**src/rtl/msrh_dtlb_if.sv**
```systemverilog
// LSU-side lookup, page-table-walker handshake and flush signals of the data TLB.
// The slave modport is the TLB itself; master is whatever drives it (LSU pipe + walker).
interface msrh_dtlb_if #(
   parameter int VADDR_W = 39,
   parameter int PADDR_W = 56,
   parameter int VPN_W   = 27
);
   logic               i_req_valid;
   logic [VADDR_W-1:0] i_req_vaddr;
   logic               i_req_store;
   logic               o_resp_valid;
   logic               o_resp_hit;
   logic [PADDR_W-1:0] o_resp_paddr;
   logic               o_resp_pf;
   logic               o_ptw_req_valid;
   logic               i_ptw_req_ready;
   logic [VPN_W-1:0]   o_ptw_req_vpn;
   logic               i_ptw_resp_valid;
   logic [63:0]        i_ptw_resp_pte;
   logic [1:0]         i_ptw_resp_level;
   logic               i_sfence_valid;

   modport slave (
      input  i_req_valid, i_req_vaddr, i_req_store,
      output o_resp_valid, o_resp_hit, o_resp_paddr, o_resp_pf,
      output o_ptw_req_valid, o_ptw_req_vpn,
      input  i_ptw_req_ready, i_ptw_resp_valid, i_ptw_resp_pte, i_ptw_resp_level,
      input  i_sfence_valid
   );

   modport master (
      output i_req_valid, i_req_vaddr, i_req_store,
      input  o_resp_valid, o_resp_hit, o_resp_paddr, o_resp_pf,
      input  o_ptw_req_valid, o_ptw_req_vpn,
      output i_ptw_req_ready, i_ptw_resp_valid, i_ptw_resp_pte, i_ptw_resp_level,
      output i_sfence_valid
   );
endinterface

```
**src/rtl/msrh_dtlb.sv**
```systemverilog
// Fully-associative Sv39 data TLB: one-cycle registered lookup, single outstanding
// page-table walk on a miss, round-robin refill, fault latch for failed walks, global flush.
module msrh_dtlb #(
   parameter int ENTRIES   = 8,
   parameter int VADDR_W   = 39,
   parameter int PADDR_W   = 56,
   parameter int PG_LEVELS = 3
) (
   input logic          i_clk,
   input logic          i_reset_n,
   msrh_dtlb_if.slave   bus
);
   localparam int VPN_W = 9 * PG_LEVELS;
   localparam int PPN_W = PADDR_W - 12;
   localparam int IDX_W = $clog2(ENTRIES);

   typedef enum logic [1:0] {
      S_IDLE = 2'd0,
      S_REQ  = 2'd1,
      S_WAIT = 2'd2
   } state_t;

   // Bits of the VPN that take part in the tag compare for a page of the given level;
   // levels beyond the root clamp to the largest page size.
   function automatic logic [VPN_W-1:0] vpn_mask(input logic [1:0] lvl);
      logic [VPN_W-1:0] m;
      m = '1;
      for (int l = 0; l < PG_LEVELS - 1; l++) begin
         if (l < int'(lvl)) m[l*9 +: 9] = '0;
      end
      return m;
   endfunction

   function automatic logic perm_fault(input logic r, input logic w, input logic a,
                                       input logic d, input logic store);
      return !a || (!store && !r) || (store && (!w || !d));
   endfunction

   logic [ENTRIES-1:0] r_ent_valid;
   logic [VPN_W-1:0]   r_ent_vpn   [ENTRIES];
   logic [1:0]         r_ent_level [ENTRIES];
   logic [PPN_W-1:0]   r_ent_ppn   [ENTRIES];
   logic [ENTRIES-1:0] r_ent_r, r_ent_w, r_ent_a, r_ent_d;

   state_t             r_state;
   logic [IDX_W-1:0]   r_victim;
   logic               r_discard;
   logic [VPN_W-1:0]   r_walk_vpn;
   logic               r_ptw_req_valid;
   logic               r_flt_valid;
   logic [VPN_W-1:0]   r_flt_vpn;

   logic               r_resp_valid_p1;
   logic               r_resp_hit_p1;
   logic [PADDR_W-1:0] r_resp_paddr_p1;
   logic               r_resp_pf_p1;

   logic [VPN_W-1:0]   w_req_vpn;
   logic [ENTRIES-1:0] w_match;
   logic [PPN_W-1:0]   w_hit_ppn;
   logic [VPN_W-1:0]   w_hit_mask;
   logic               w_hit_r, w_hit_w, w_hit_a, w_hit_d;
   logic               w_hit;
   logic [PPN_W-1:0]   w_lo_mask;
   logic [PPN_W-1:0]   w_paddr_ppn;
   logic [PADDR_W-1:0] w_paddr;
   logic               w_perm_pf;
   logic               w_miss;
   logic               w_flt_hit;
   logic               w_start_walk;
   logic               w_pte_v, w_pte_r, w_pte_w, w_pte_x, w_pte_a, w_pte_d;
   logic               w_pte_ok;
   logic               w_resp_take;
   logic               w_fill;
   logic               w_walk_fault;
   logic               w_unused_pte;

   // ---- stage p0: associative lookup against current contents ----
   assign w_req_vpn = bus.i_req_vaddr[12 +: VPN_W];

   always_comb begin
      w_match    = '0;
      w_hit_ppn  = '0;
      w_hit_mask = '0;
      w_hit_r    = 1'b0;
      w_hit_w    = 1'b0;
      w_hit_a    = 1'b0;
      w_hit_d    = 1'b0;
      for (int i = 0; i < ENTRIES; i++) begin
         w_match[i] = r_ent_valid[i] &&
                      (((w_req_vpn ^ r_ent_vpn[i]) & vpn_mask(r_ent_level[i])) == '0);
         if (w_match[i]) begin
            w_hit_ppn  = w_hit_ppn  | r_ent_ppn[i];
            w_hit_mask = w_hit_mask | vpn_mask(r_ent_level[i]);
            w_hit_r    = w_hit_r | r_ent_r[i];
            w_hit_w    = w_hit_w | r_ent_w[i];
            w_hit_a    = w_hit_a | r_ent_a[i];
            w_hit_d    = w_hit_d | r_ent_d[i];
         end
      end
   end

   assign w_hit       = |w_match;
   // Superpage: the low PPN bits come straight from the virtual page number.
   assign w_lo_mask   = {{(PPN_W-VPN_W){1'b0}}, ~w_hit_mask};
   assign w_paddr_ppn = (w_hit_ppn & ~w_lo_mask) |
                        ({{(PPN_W-VPN_W){1'b0}}, w_req_vpn} & w_lo_mask);
   assign w_paddr     = {w_paddr_ppn, bus.i_req_vaddr[11:0]};
   assign w_perm_pf   = perm_fault(w_hit_r, w_hit_w, w_hit_a, w_hit_d, bus.i_req_store);

   assign w_miss       = bus.i_req_valid && !w_hit;
   assign w_flt_hit    = w_miss && r_flt_valid && (r_flt_vpn == w_req_vpn);
   assign w_start_walk = w_miss && !w_flt_hit && (r_state == S_IDLE);

   assign w_pte_v  = bus.i_ptw_resp_pte[0];
   assign w_pte_r  = bus.i_ptw_resp_pte[1];
   assign w_pte_w  = bus.i_ptw_resp_pte[2];
   assign w_pte_x  = bus.i_ptw_resp_pte[3];
   assign w_pte_a  = bus.i_ptw_resp_pte[6];
   assign w_pte_d  = bus.i_ptw_resp_pte[7];
   assign w_pte_ok = w_pte_v && (w_pte_r || w_pte_w || w_pte_x) && !(w_pte_w && !w_pte_r);
   assign w_unused_pte = &{1'b0, bus.i_ptw_resp_pte[63:54], bus.i_ptw_resp_pte[9:8],
                           bus.i_ptw_resp_pte[5:4]};

   assign w_resp_take  = (r_state == S_WAIT) && bus.i_ptw_resp_valid;
   assign w_fill       = w_resp_take && !r_discard && w_pte_ok;
   assign w_walk_fault = w_resp_take && !r_discard && !w_pte_ok;

   // ---- stage p1: registered response, walk FSM, fault latch ----
   always_ff @(posedge i_clk or negedge i_reset_n) begin
      if (!i_reset_n) begin
         r_resp_valid_p1 <= 1'b0;
         r_resp_hit_p1   <= 1'b0;
         r_resp_paddr_p1 <= '0;
         r_resp_pf_p1    <= 1'b0;
         r_state         <= S_IDLE;
         r_victim        <= '0;
         r_discard       <= 1'b0;
         r_walk_vpn      <= '0;
         r_ptw_req_valid <= 1'b0;
         r_flt_valid     <= 1'b0;
         r_flt_vpn       <= '0;
      end else begin
         r_resp_valid_p1 <= bus.i_req_valid;
         r_resp_hit_p1   <= bus.i_req_valid && w_hit;
         r_resp_paddr_p1 <= (bus.i_req_valid && w_hit) ? w_paddr : '0;
         r_resp_pf_p1    <= (bus.i_req_valid && w_hit) ? w_perm_pf : w_flt_hit;

         case (r_state)
            S_IDLE: begin
               if (w_start_walk) begin
                  r_state         <= S_REQ;
                  r_ptw_req_valid <= 1'b1;
                  r_walk_vpn      <= w_req_vpn;
               end
            end
            S_REQ: begin
               if (bus.i_ptw_req_ready) begin
                  r_state         <= S_WAIT;
                  r_ptw_req_valid <= 1'b0;
               end
            end
            S_WAIT: begin
               if (bus.i_ptw_resp_valid) begin
                  r_state   <= S_IDLE;
                  r_discard <= 1'b0;
                  if (w_fill) r_victim <= r_victim + 1'b1;
               end else if (bus.i_sfence_valid) begin
                  r_discard <= 1'b1;
               end
            end
            default: begin
               r_state         <= S_IDLE;
               r_ptw_req_valid <= 1'b0;
            end
         endcase

         if (bus.i_sfence_valid) begin
            r_flt_valid <= 1'b0;
         end else if (w_walk_fault) begin
            r_flt_valid <= 1'b1;
            r_flt_vpn   <= r_walk_vpn;
         end else if (w_flt_hit) begin
            r_flt_valid <= 1'b0;
         end
      end
   end

   // Flush is applied after the fill so a coincident sfence leaves the entry invalid.
   always_ff @(posedge i_clk or negedge i_reset_n) begin
      if (!i_reset_n) begin
         r_ent_valid <= '0;
      end else begin
         if (w_fill) r_ent_valid[r_victim] <= 1'b1;
         if (bus.i_sfence_valid) r_ent_valid <= '0;
      end
   end

   always_ff @(posedge i_clk) begin
      if (w_fill) begin
         r_ent_vpn[r_victim]   <= r_walk_vpn;
         r_ent_level[r_victim] <= bus.i_ptw_resp_level;
         r_ent_ppn[r_victim]   <= bus.i_ptw_resp_pte[10 +: PPN_W];
         r_ent_r[r_victim]     <= w_pte_r;
         r_ent_w[r_victim]     <= w_pte_w;
         r_ent_a[r_victim]     <= w_pte_a;
         r_ent_d[r_victim]     <= w_pte_d;
      end
   end

   always @(posedge i_clk) begin
      if (i_reset_n && bus.i_req_valid) begin
         a_multi_hit: assert ($onehot0(w_match));
      end
   end

   assign bus.o_resp_valid    = r_resp_valid_p1;
   assign bus.o_resp_hit      = r_resp_hit_p1;
   assign bus.o_resp_paddr    = r_resp_paddr_p1;
   assign bus.o_resp_pf       = r_resp_pf_p1;
   assign bus.o_ptw_req_valid = r_ptw_req_valid;
   assign bus.o_ptw_req_vpn   = r_walk_vpn;
endmodule
```
**src/flat_wrapper.sv**
```systemverilog
// flat-port wrapper written by rule: the top's interface ports become plain ports
module msrh_dtlb_flat 
#(
   parameter int ENTRIES   = 8,
   parameter int VADDR_W   = 39,
   parameter int PADDR_W   = 56,
   parameter int PG_LEVELS = 3
)
  (i_clk, i_reset_n, bus_i_req_valid, bus_i_req_vaddr, bus_i_req_store, bus_o_resp_valid, bus_o_resp_hit, bus_o_resp_paddr, bus_o_resp_pf, bus_o_ptw_req_valid, bus_o_ptw_req_vpn, bus_i_ptw_req_ready, bus_i_ptw_resp_valid, bus_i_ptw_resp_pte, bus_i_ptw_resp_level, bus_i_sfence_valid);
  msrh_dtlb_if #(.VADDR_W(VADDR_W), .PADDR_W(PADDR_W)) bus_i ();
  input logic i_clk;
  input logic i_reset_n;
  input wire logic [$bits(bus_i.i_req_valid)-1:0] bus_i_req_valid;
  input wire logic [$bits(bus_i.i_req_vaddr)-1:0] bus_i_req_vaddr;
  input wire logic [$bits(bus_i.i_req_store)-1:0] bus_i_req_store;
  output wire logic [$bits(bus_i.o_resp_valid)-1:0] bus_o_resp_valid;
  output wire logic [$bits(bus_i.o_resp_hit)-1:0] bus_o_resp_hit;
  output wire logic [$bits(bus_i.o_resp_paddr)-1:0] bus_o_resp_paddr;
  output wire logic [$bits(bus_i.o_resp_pf)-1:0] bus_o_resp_pf;
  output wire logic [$bits(bus_i.o_ptw_req_valid)-1:0] bus_o_ptw_req_valid;
  output wire logic [$bits(bus_i.o_ptw_req_vpn)-1:0] bus_o_ptw_req_vpn;
  input wire logic [$bits(bus_i.i_ptw_req_ready)-1:0] bus_i_ptw_req_ready;
  input wire logic [$bits(bus_i.i_ptw_resp_valid)-1:0] bus_i_ptw_resp_valid;
  input wire logic [$bits(bus_i.i_ptw_resp_pte)-1:0] bus_i_ptw_resp_pte;
  input wire logic [$bits(bus_i.i_ptw_resp_level)-1:0] bus_i_ptw_resp_level;
  input wire logic [$bits(bus_i.i_sfence_valid)-1:0] bus_i_sfence_valid;
  assign bus_i.i_req_valid = bus_i_req_valid;
  assign bus_i.i_req_vaddr = bus_i_req_vaddr;
  assign bus_i.i_req_store = bus_i_req_store;
  assign bus_o_resp_valid = bus_i.o_resp_valid;
  assign bus_o_resp_hit = bus_i.o_resp_hit;
  assign bus_o_resp_paddr = bus_i.o_resp_paddr;
  assign bus_o_resp_pf = bus_i.o_resp_pf;
  assign bus_o_ptw_req_valid = bus_i.o_ptw_req_valid;
  assign bus_o_ptw_req_vpn = bus_i.o_ptw_req_vpn;
  assign bus_i.i_ptw_req_ready = bus_i_ptw_req_ready;
  assign bus_i.i_ptw_resp_valid = bus_i_ptw_resp_valid;
  assign bus_i.i_ptw_resp_pte = bus_i_ptw_resp_pte;
  assign bus_i.i_ptw_resp_level = bus_i_ptw_resp_level;
  assign bus_i.i_sfence_valid = bus_i_sfence_valid;
  msrh_dtlb #(.ENTRIES(ENTRIES), .VADDR_W(VADDR_W), .PADDR_W(PADDR_W), .PG_LEVELS(PG_LEVELS)) u_core (.i_clk(i_clk), .i_reset_n(i_reset_n), .bus(bus_i));
endmodule
```
**config.mk**
```make
export PLATFORM = sky130hd
export DESIGN_NAME = msrh_dtlb_flat
export DESIGN_NICKNAME = d
export VERILOG_FILES = /design/src/rtl/msrh_dtlb_if.sv /design/src/rtl/msrh_dtlb.sv /design/src/flat_wrapper.sv
export SDC_FILE = /design/constraint.sdc
export NUM_CORES = 1
export LEC_CHECK = 0
export ABC_AREA = 1
export CELL_PAD_IN_SITES_DETAIL_PLACEMENT = 0
export CELL_PAD_IN_SITES_GLOBAL_PLACEMENT = 1
export CORE_AREA = 2 2 297 446
export DETAILED_ROUTE_END_ITERATION = 10
export DIE_AREA = 0 0 299 448
export GPL_TIMING_DRIVEN = 1
export PLACE_DENSITY_LB_ADDON = 0.05
export SLEW_MARGIN = 20
export SYNTH_ARGS = -nofsm -noshare
export SYNTH_HDL_FRONTEND = slang
export SYNTH_SLANG_ARGS = --single-unit
```
**constraint.sdc**
```tcl
create_clock -name i_clk -period 6.6 [get_ports i_clk]
set_input_delay 1.65 -clock i_clk [delete_from_list [all_inputs] [get_ports i_clk]]
set_output_delay 1.65 -clock i_clk [all_outputs]
set_load 0.1 [all_outputs]
```
==> summary.md <==
| Metric | Value |
|---|---|
| Synth top cells by count | `932 x nand2_1, 616 x edfxtp_1, 354 x nor2_1` |
| Final Instance Area | `39900 µm²` |
| Full die area | `134000 µm²` |
| Lkg Pwr | `about 0.016 µW` |
| Nets@finish | `3430` |
| Longest Clk Path Bufs | `3` |
| Wl on met1 | `approximately 48000 µm` |
| Initial antenna violation count | `8` |
| Post-synth EDFFs | `a little over 600` |
| Worst slew pin tran | `1100 ps` |
| Initial Utilization | `about a quarter` |
| HPWL after detailed placement | `81800 µm` |
| Status | `complete, no violations` |
| ANT nets after route | `0` |
| Post-Place Worst Slack | `974 ps` |
| Cell taking the most area after synthesis | `edfxtp_1` |
| GRT overflow | `0` |
| Fill cell count | `around 13000` |
| Tmin final | `4730 ps` |
| Gpl congestion | `0.839` |
| I/O Buffers | `184` |
| Setup TNS Final | `0 ps` |
| Yosys warns | `0` |
| Crit Path Class | `input port to flop` |
| Post-Layout Cell Count | `between 5000 and 6000` |
| FFs w/ async S/R, synth | `17.3%` |
| Avg Cell Area, Syn | `between 10 and 15 µm²` |
| Layout overhead on the synthesized area | `23.6%` |
| Clock Sinks | `745` |
| GRT Total Usage | `between 10% and 20%` |
| Detail Route met3 WL | `approximately 4400 µm` |
| Drt via density | `4.39` |
| RSZ-0062 raised after global routing | `no` |
| CP max FO | `18` |
| Synth area leaders | `edfxtp_1 57%, nand2_1 11%, dfrtp_1 10%, nor2_1 4.1%, nand3_1 2.6%` |
| TritonCTS clock tree | `yes` |
| Hold Crit Class | `flop to flop` |
| Worst vdd ir | `402 µV` |
| Antenna diodes | `0` |
| Latest clock arrival within the worst-skew pair | `680 ps` |
| DR pass1 iterations | `5` |
| Top cell type's share of synthesized area | `57.3%` |
| Final wirelength | `120000 µm` |
| Max-slew violations | `0` |
| Final Hold Fails | `0` |
| Top-Level Pins | `a little under 200` |
| Uppermost layer routed | `met5` |
| Pwr/cell area | `322 nW/µm²` |
| Via count | `22439` |
| Die Wd | `299 µm` |
| Synth Register Bits | `roughly 750` |
| First-pass GRT wire length | `172000 µm` |
| Final Setup Violations | `0` |
| Hold_buf cts | `0` |
| Layout cells sized above 1 | `10.1%` |
| Mapped cell area | `32300 µm²` |
| Vias in the first global route | `23279` |
| Largest net degree at the start of global routing | `79` |
| Final Cycle Share | `71.7%` |
| Reg clk slew, reported paths | `~50 ps` |
| Data required, critical path | `7160 ps` |
| Met2 wire len | `64600 µm` |
| Cells after DPL | `roughly 5000` |
| Post-Syn Nets | `3129` |
| CTS H-tree lvls | `3` |
| Fmax | `211 MHz` |
| DP Area | `36900 µm²` |
| Num CTS Buffers | `85` |
| Post-synth top flop | `edfxtp_1` |
| Root Buffer | `clkbuf_16` |
| Setup WS post-layout | `1870 ps` |
| R2R setup slack | `between 2000 and 3000 ps` |
| Cells after Synth | `between 3000 and 4000` |
| Max cap viols | `0` |
| Count leader, synth | `nand2_1` |
| Library cells used by synthesis | `48` |
| 1st-iter DRT viols | `roughly 1600` |
| DRC | `0` |
| Worst rel slew slack | `about a quarter` |
| Post-CTS Setup Bufs | `0` |
| Worst Path Arrival | `5290 ps` |
| Die H | `448 µm` |
| Core area | `130000 µm²` |
| Skew final | `~25 ps` |
| Rows | `162` |
| Sequential element share of the synthesized area | `67.3%` |
| Setup crit end kind | `flop` |
| Overall Power | `12900 µW` |
| Post-DR wirelength/cell | `23.6 µm` |
| Post-CTS sizing | `0` |
| CP startpoint kind | `input port` |
cells by family after synthesis:
kind of cell / share of synthesized area, %
xor gates and xnor gates: 3.36
DFF: 67.3
adders and majority gates: 0.0387
and+or+nand+nor: 21.1
muxes: 0.453
buffers and inverters: 4.64
AOI/OAI and AO/OA: 3.14
layout by cell type, fill, tap and decap left out, types with 5 or more instances in the layout:
cell type and instances:
bufinv_16 11, a21oi_1 69, clkdlybuf4s50_1 183, nor3b_1 7
nor3_1 27, nand4_1 79, or2_2 17, a22o_1 13
nor2_2 10, nor2_1 345, clkinv_2 16, inv_2 15
buf_4 104, nor2_4 10, buf_12 18, mux2_2 13
clkbuf_16 88, nand3_1 168, a22oi_1 17, dfrtp_1 129
inv_1 221, clkbuf_1 14, clkbuf_8 19, xor2_1 56
edfxtp_1 616, o21a_1 10, clkinv_1 5, nand3b_1 10
xnor2_1 68, nand2_1 931, nor4_1 5, o21ai_0 49
cell type report:
cell class | count | area, µm² | share of cell area (%)
sequential | 745 | 21700 | 54.4
clock buffer | 121 | 2520 | 6.30
clock inverter | 38 | 505 | 1.27
multi-input combinational | 1941 | 9130 | 22.9
inverter | 238 | 896 | 2.24
tap | 1722 | 2150 | 5.40
timing repair buffer | 306 | 2980 | 7.48
power by group:
group,internal [µW],switching (µW)
combinational,460,1370
sequential,5480,422
clock,3090,2050
total,9030,3840
per-stage QoR:
stage | utilization [%] | hold WS, ps
floorplan | - | 458
global placement | 28.4 | 463
detailed placement | 28.4 | 474
CTS | 30.8 | 489
global route | 30.8 | 499
finish | 30.8 | 491
sequential cells by signal, summed over array words and instances, names as in the netlist, 2 cells and up:
register / flops
u_core.r_ent_valid: 8
u_core.bus.o_ptw_req_vpn: 27
u_core.r_ent_r: 8
u_core.r_flt_vpn: 27
u_core.r_ent_a: 8
u_core.r_ent_d: 8
u_core.r_state: 2
u_core.r_ent_w: 8
u_core.bus.o_resp_paddr: 56
u_core.r_victim: 3
u_core.r_ent_vpn: 216
u_core.r_ent_ppn: 352
u_core.r_ent_level: 16
final timing paths:
kind,cells past startpoint,end,start
max in group asynchronous,2,u_core.r_flt_vpn[1],i_reset_n
worst min register to register,1,u_core.r_ent_valid[6],u_core.r_ent_valid[6]
worst min-delay path,1,u_core.r_ent_valid[6],u_core.r_ent_valid[6]
worst max-delay path,18,u_core.bus.o_resp_paddr[19],bus_i_req_vaddr[18]
min in group asynchronous,1,u_core.bus.o_resp_paddr[46],i_reset_n
worst max register to register,13,u_core.bus.o_resp_paddr[37],u_core.r_ent_level[7][1]
worst max-delay path, stage by stage:
cell             delay [ps]
clkdlybuf4s50_1         750
buf_4                   340
or2_2                   320
nand2_1                  60
nand2_1                  50
nor2_1                  110
nand3_1                 130
nand2_1                 370
nand3_4                 150
inv_4                   310
nand2_1                 180
nand3_1                 150
nor2_2                   60
nand3_4                 210
nand2_1                 140
nand2_1                  70
buf_4                   140
nor2_1                   40
per-layer routing:
metal  track usage [%]  vias to the layer above
li1                  -                    10685
met1              20.8                    11188
met2              34.0                      410
met3              2.60                      144
met4              5.37                       12
met5                 0                        -
(Power assumes the default switching activity.)
